<file path="src/rtl/inv_sub_bytes_iter.sv">
// ---------------------------------------------------------------------------
// inv_sub_bytes_iter : iterative AES InvSubBytes, LANES bytes per cycle
// Rev 1.0
// ---------------------------------------------------------------------------
`default_nettype none

module inv_s_box (
    input  logic [7:0] value,
    output logic [7:0] result
);
    // Row r of the FIPS-197 inverse S-box occupies one 32-digit group below.
    localparam logic [2047:0] INV_SBOX = {
        128'h52096ad53036a538bf40a39e81f3d7fb, 128'h7ce339829b2fff87348e4344c4dee9cb,
        128'h547b9432a6c2233dee4c950b42fac34e, 128'h082ea16628d924b2765ba2496d8bd125,
        128'h72f8f66486689816d4a45ccc5d65b692, 128'h6c704850fdedb9da5e154657a78d9d84,
        128'h90d8ab008cbcd30af7e45805b8b34506, 128'hd02c1e8fca3f0f02c1afbd0301138a6b,
        128'h3a9111414f67dcea97f2cfcef0b4e673, 128'h96ac7422e7ad3585e2f937e81c75df6e,
        128'h47f11a711d29c5896fb7620eaa18be1b, 128'hfc563e4bc6d279209adbc0fe78cd5af4,
        128'h1fdda8338807c731b11210592780ec5f, 128'h60517fa919b54a0d2de57a9f93c99cef,
        128'ha0e03b4dae2af5b0c8ebbb3c83539961, 128'h172b047eba77d626e169146355210c7d
    };

    logic [10:0] bit_idx;

    assign bit_idx = 11'd2047 - {value, 3'b000};
    assign result  = INV_SBOX[bit_idx -: 8];
endmodule

module inv_sub_bytes_iter #(
    parameter int LANES = 4
) (
    input  logic         clk,
    input  logic         rst,
    input  logic         in_valid,
    output logic         in_ready,
    input  logic [127:0] in_state,
    output logic         out_valid,
    input  logic         out_ready,
    output logic [127:0] out_state,
    output logic         busy
);
    localparam int PASSES = 16 / LANES;
    localparam int CW     = (PASSES > 1) ? $clog2(PASSES) : 1;

    if ((LANES < 1) || (LANES > 16) || ((16 % LANES) != 0)) begin : g_bad_lanes
        $error("inv_sub_bytes_iter: LANES must divide 16");
    end

    typedef enum logic [1:0] {
        IDLE = 2'd0,
        SUB  = 2'd1,
        DONE = 2'd2
    } state_t;

    state_t          state;
    state_t          next_state;
    logic [CW-1:0]   cnt;
    logic [7:0]      buf_q    [16];
    logic [7:0]      lane_in  [LANES];
    logic [7:0]      lane_out [LANES];
    logic [4:0]      base;
    logic            accept;
    logic            last_pass;

    assign base      = 5'(cnt) * 5'(LANES);
    assign accept    = in_valid && in_ready;
    assign last_pass = (cnt == CW'(PASSES - 1));

    for (genvar l = 0; l < LANES; l++) begin : g_lane
        assign lane_in[l] = buf_q[4'(base + 5'(l))];
        inv_s_box u_sbox (
            .value  (lane_in[l]),
            .result (lane_out[l])
        );
    end

    for (genvar b = 0; b < 16; b++) begin : g_out
        assign out_state[127-8*b -: 8] = buf_q[b];
    end

    always_ff @(posedge clk) begin
        if (rst) begin
            state <= IDLE;
        end else begin
            state <= next_state;
        end
    end

    always_comb begin
        next_state = state;
        in_ready   = 1'b0;
        out_valid  = 1'b0;
        busy       = 1'b0;
        case (state)
            IDLE: begin
                in_ready = !rst;
                if (in_valid && !rst) begin
                    next_state = SUB;
                end
            end
            SUB: begin
                busy = 1'b1;
                if (last_pass) begin
                    next_state = DONE;
                end
            end
            DONE: begin
                busy      = 1'b1;
                out_valid = 1'b1;
                if (out_ready) begin
                    next_state = IDLE;
                end
            end
            default: next_state = IDLE;
        endcase
    end

    // Substituted lanes are written back in place, so the buffer doubles as the output register.
    always_ff @(posedge clk) begin
        if (rst) begin
            cnt <= '0;
            for (int b = 0; b < 16; b++) begin
                buf_q[b] <= 8'h00;
            end
        end else if (accept) begin
            cnt <= '0;
            for (int b = 0; b < 16; b++) begin
                buf_q[b] <= in_state[127-8*b -: 8];
            end
        end else if (state == SUB) begin
            for (int l = 0; l < LANES; l++) begin
                buf_q[4'(base + 5'(l))] <= lane_out[l];
            end
            cnt <= last_pass ? '0 : cnt + 1'b1;
        end
    end
endmodule

`default_nettype wire
</file>
<file path="config.mk">
export PLATFORM = sky130hd
export DESIGN_NAME = inv_sub_bytes_iter
export DESIGN_NICKNAME = d
export VERILOG_FILES = /design/src/rtl/inv_sub_bytes_iter.sv
export SDC_FILE = /design/constraint.sdc
export NUM_CORES = 1
export LEC_CHECK = 0
export ABC_AREA = 1
export CORE_MARGIN = 3
export CORE_UTILIZATION = 40
export DETAILED_ROUTE_END_ITERATION = 7
export PLACE_DENSITY = 0.64
export SLEW_MARGIN = 20
export SYNTH_ARGS = -nofsm -noshare
export SYNTH_HDL_FRONTEND = slang
export SYNTH_SLANG_ARGS = --single-unit
</file>
<file path="constraint.sdc">
create_clock -name clk -period 2.8 [get_ports clk]
set_input_delay 0.7 -clock clk [delete_from_list [all_inputs] [get_ports clk]]
set_output_delay 0.7 -clock clk [all_outputs]
set_load 0.005 [all_outputs]
</file>
# Yosys cells after proc, flatten, opt, wreduce, memory -nomap -nowiden
# Memory sizes are Yosys's and may differ from the RTL's. A register that Yosys moved wholly into a read port is not among the register bits.
# Cells that the tools add are included.
# totals
ff_bits,4
ramBits,128
in_bits,132
output_inout_bits,131
wordCells,95
memories,1
# classes
add_sub_neg,8
n_eq_ne,6
n_shift,4
mux,47
bitwise,16
n_reduce_logical,11
# mem_list
name,words,width,read_ports,rd_clocked_by_memory_dff,write_ports,line_no,text
buf_q,16,8,20,1,16,58,logic [7:0] buf_q [16];
# ops
operator,n
"variable part select 2055 x 12 -> 8 bit, first input constant",4
2-to-1 mux 8 bit,20
"subtractor 11 bit, first input constant",4
OR reduction 8 bit,4
2-to-1 mux 4 bit,6
2-to-1 mux 1 bit,16
OR 1 bit,16
"adder 4 x 2 -> 4 bit, second input constant",2
2-to-1 mux 2 bit,4
"inequality test 2 bit, second input constant",3
case mux 2 bit (3 select lines),1
"adder 4 x 1 -> 4 bit, second input constant",1
"== test 2 bit, second input constant",2
OR reduction 2 bit,2
AND reduction 3 bit,1
"adder 2 x 1 -> 2 bit, second input constant",1
"== test 2 x 1 -> 1 bit, second input constant",1
logical AND 1 bit,2
logical NOT 2 bit,1
logical NOT 1 bit,1

# Depth between registers and ports, before layout
# depth
ltp_word,8
depth_mapped,22
depth_no_buf,19

# By module
# A second synthesis with hierarchy kept.
# hier_totals
hier_cells,3380
hier_area_um2,19105.8
# by_module_without_submodules
module,n_inst,cells_per_inst,area_per_inst_um2,seq_area_each_um2
inv_s_box,4,671,3091.7,0.0
inv_sub_bytes_iter,1,696,6739.0,3963.8

# Worst setup path before layout
# OpenSTA, ideal clock, no wires.
# synth_path
path_kind,register -> register
startpoint,reg cnt[0]
endpoint,mem buf_q[10][0] (enable)
arrival_time_ns,2.460
required_ns,2.411
slack_ns,-0.049
stages_incl_launch_ff,11
path_buffers,4
cell_sequence,dfxtp_1 > buf_4 > inv_4 > buf_6 > clkbuf_1 > ha_1 > inv_1 > nor2_1 > nor2_1 > clkbuf_1 > nand2_1
# synth_lines
item,line_no,text
from (decl),57,logic [CW-1:0] cnt;
from (signal assigned),134,cnt <= last_pass ? '0 : cnt + 1'b1;
to (decl),58,

# Worst setup path after layout
# layout_path
startpoint,in rst
endpoint,out in_ready
# layout_between
elab_chain_len,2
# layout_rtl
item,line_no,text
from (decl),33,"input logic rst,"
logical NOT 1 bit,96,in_ready = !rst;
2-to-1 mux 1 bit,94,case (state)
to (decl),35,"output logic in_ready,"
# No other way between the ends.

==> run_results.csv <==
group,metric,value,unit
setup_path,cp_max_fo,3,
grt,grt.total_usage,40.7,%
worst_hold_path,hold_path.class,"reg -> reg",
sta,slew_headroom,53.9,%
sta,min_period,2.80,ns
setup_path,regToRegStartpoint,"cnt[0]$_SDFFE_PP0N_",
routing,drc_errors,0,
worst_hold_path,min_from,"state[0]$_SDFFE_PP0P_",
setup_path,crit_path_frequent_cell,"clkdlybuf4s50_1",
setup_path,crit_path_end_kind,"output pin",
setup_path,slowest_delay,0.56,ns
setup_path,criticalPathCategory,"in -> out",
die,die_y,229,um
routing,via_per_inst,6.15,
finish,multiInputGateArea,14900,sq um
sta,finalHoldViolCount,0,
die,die_x,229,um
finish,drive_gt1_share,21.6,%
sta,worst_slack,0.00244,ns
die,core-area,48300,sq um
sta,clock.fmax,357,MHz
sta,finalCritPeriodShare,99.9,%
routing,highest_layer,"met5",
clock_network,clock_path_buffers,2,
synth,netlist_area,19800,sq um
sta,slew_violations,0,
clock_network,clk_pin_slew,0.07,ns
grt,grt_pass1_vias,26000,
routing,vias,28700,
grt,grt_antenna_before_repair,4,
clock_network,numCtsBuffers,17,
worst_hold_path,hold_depth,2,
finish,finalNetCount,4193,
placed_design,place_ws,-0.317,ns
setup_path,rr_endpoint,"buf_q[14][2]$_DFFE_PP_",
routing,wl_met3,14.9,mm
grt,grt_max_degree,47,
synth,yosysSeqAreaShare,20.0,%
synth,syn_area_per_cell,5.77,sq um
routing,drt-pass1-iter-count,6,
setup_path,cpMaxStageDelayCell,"clkdlybuf4s50_1",
die,dieArea,52300,sq um
sta,skew,0.0131,ns
die,ioPinCount,263,
finish,final_core_util,58.3,%
run,drv_cap,0,
die,start_util,41.0,%
clock_network,cts-root-buf,"clkbuf_16",
synth,syn_inst,3437,
placed_design,dp_hpwl,82.5,mm
setup_path,cp_top_family,"buffers and inverters",
clock_network,hold_buffers,0,
setup_path,crit_path_cell_trace,"clkdlybuf4s50_1 -> nor2_1 -> clkdlybuf4s50_1",
routing,dr.first_iter.drc_count,5151,
synth,yosys_warnings,0,
routing,wirelength,112,mm
sta,setup_viol,0,
placed_design,gp_congestion,1.06,
worst_hold_path,whs_endpoint,"state[0]$_SDFFE_PP0P_",
routing,ant_nets,0,
placed_design,numPortBuffers,262,
finish,fillers,4788,
routing,drt-met1-wl,42.8,mm
clock_network,clkSinkCount,134,
clock_network,cts_max_level,4,
synth,ys_types,34,
sta,rsz0062_at_grt,"yes",
synth,synth_top_area_share,31.8,%
die,row_count,80,
status,outcome,"complete, no violations",
setup_path,reg2reg_slack,0.02,ns
grt,grt_overflow_total,0,
setup_path,required,2.10,ns
finish,ff_latch_area,3970,sq um
synth,synth_nets,3638,
routing,wl_per_cell,24.0,um
clock_network,cts_tree,"done",
clock_network,clock_latency,0.49,ns
synth,yosys_register_bits,134,
synth,synth_top_area_cell,"nand3_1",
sta,tightestPinTransition,0.690,ns
grt,grt_pass1_wl,164,mm
setup_path,startpoint_type,"input pin",
finish,area_growth,42.1,%
setup_path,r2r_cells,18,
synth,synth_area_leaders,"nand3_1, nand2_1, edfxtp_1",
routing,met2_length,47.4,mm
setup_path,critPathBufInv,2,
setup_path,worst_ep_arrival_time,2.10,ns
setup_path,path_depth,3,
-- cell usage after synthesis --
cell type,instances
a21oi_1,63
a21oi_2,4
a31oi_1,1
a32oi_2,5
a32oi_4,3
buf_1,16
buf_2,120
buf_4,28
buf_6,27
clkbuf_1,48
dfxtp_1,6
edfxtp_1,128
ha_1,69
inv_1,126
inv_2,11
inv_4,2
nand2_1,1202
nand2_2,52
nand2_4,11
nand3_1,1258
nand3_2,24
nand3b_1,6
nand4_1,16
nor2_1,136
nor2_2,1
o211ai_1,5
o211ai_2,1
o21a_1,1
o21ai_0,28
o21ai_1,8
o21ai_2,1
or2_0,2
or2_1,9
or2_2,19
-- cell type report --
class                      instances  share of cell area (%)
tap                              656                    2.91
timing repair inverter             1                  0.0311
timing repair buffer             773                    25.8
clock inverter                    15                   0.675
inverter                         139                    1.91
antenna                            3                  0.0266
sequential                       134                    14.1
clock buffer                      17                    1.51
multi-input combinational       2926                    53.0
-- state kept, by name, summed over array words and instances, names as in the netlist, named ones only --
signal and count:
buf_q 128, cnt 2, state 2
-- how the worst max path moves through the flow --
stage               slack, ns                      to                start
global placement        -0.27  buf_q[15][6]$_DFFE_PP_  cnt[0]$_SDFFE_PP0N_
detailed placement      -0.32  buf_q[15][6]$_DFFE_PP_  cnt[0]$_SDFFE_PP0N_
finish                  0.002                in_ready                  rst
global route            -0.11  buf_q[10][2]$_DFFE_PP_  cnt[0]$_SDFFE_PP0N_
floorplan                 0.1  buf_q[11][7]$_DFFE_PP_  cnt[0]$_SDFFE_PP0N_
CTS                    -0.001  buf_q[10][4]$_DFFE_PP_  cnt[0]$_SDFFE_PP0N_
-- timing repair --
action	4_1_cts	5_1_grt
pin swaps	0	10
resized for setup	42	204
cloned	0	2
buffers inserted	0	24
endpoints found under the setup margin	118	128
-- cells by family after synthesis --
group | synth area share, %
buf+inv | 9.49
flops | 20.0
fa+ha+maj | 4.36
compound gates | 3.87
simple gates | 62.3
-- per-layer routing --
| layer | global-route usage [%] | vias up |
|---|---|---|
| met5 | 0 | - |
| met1 | 53.6 | 13000 |
| met2 | 61.3 | 2424 |
| met3 | 11.2 | 487 |
| li1 | - | 12800 |
| met4 | 19.7 | 2 |
-- per-stage QoR --
step / instance area (sq um) / instances / hold slack (ns) / TNS, ns
finish: 28200 / 4664 / 0.577 / 0
global placement: 26400 / 4603 / 0.551 / -5.97
floorplan: 19800 / 3437 / 0.519 / 0
detailed placement: 26400 / 4603 / 0.568 / -8.81
CTS: 27100 / 4635 / 0.574 / -0.00162
global route: 28200 / 4664 / 0.616 / -2.46
-- worst min-delay path: stages (launching register included) --
cell     delay [ns]
dfxtp_1        0.33
inv_1          0.12
a21oi_1        0.08
-- cell usage in the layout (no fill, tap or decap), drive strengths merged --
| cell | netlist | routed |
|---|---|---|
| edfxtp | 128 | 128 |
| a31oi | 1 | 1 |
| clkbuf | 48 | 17 |
| or2 | 30 | 30 |
| clkinvlp | 0 | 1 |
| inv | 139 | 146 |
| dfxtp | 6 | 6 |
| o21a | 1 | 1 |
| nand3b | 6 | 6 |
| diode | 0 | 3 |
| clkdlybuf4s50 | 0 | 262 |
| nand3 | 1282 | 1282 |
| clkinv | 0 | 5 |
| a32oi | 8 | 8 |
| buf | 191 | 511 |
| nand4 | 16 | 16 |
| ha | 69 | 69 |
| nand2 | 1265 | 1266 |
| bufinv | 0 | 3 |
| a21oi | 67 | 67 |
| o21ai | 37 | 37 |
| o211ai | 6 | 6 |
| nor2 | 137 | 137 |
Power is left out: the tool's default activity adds up to more than one toggle a clock period on the data nets, which glitch-free logic cannot reach.
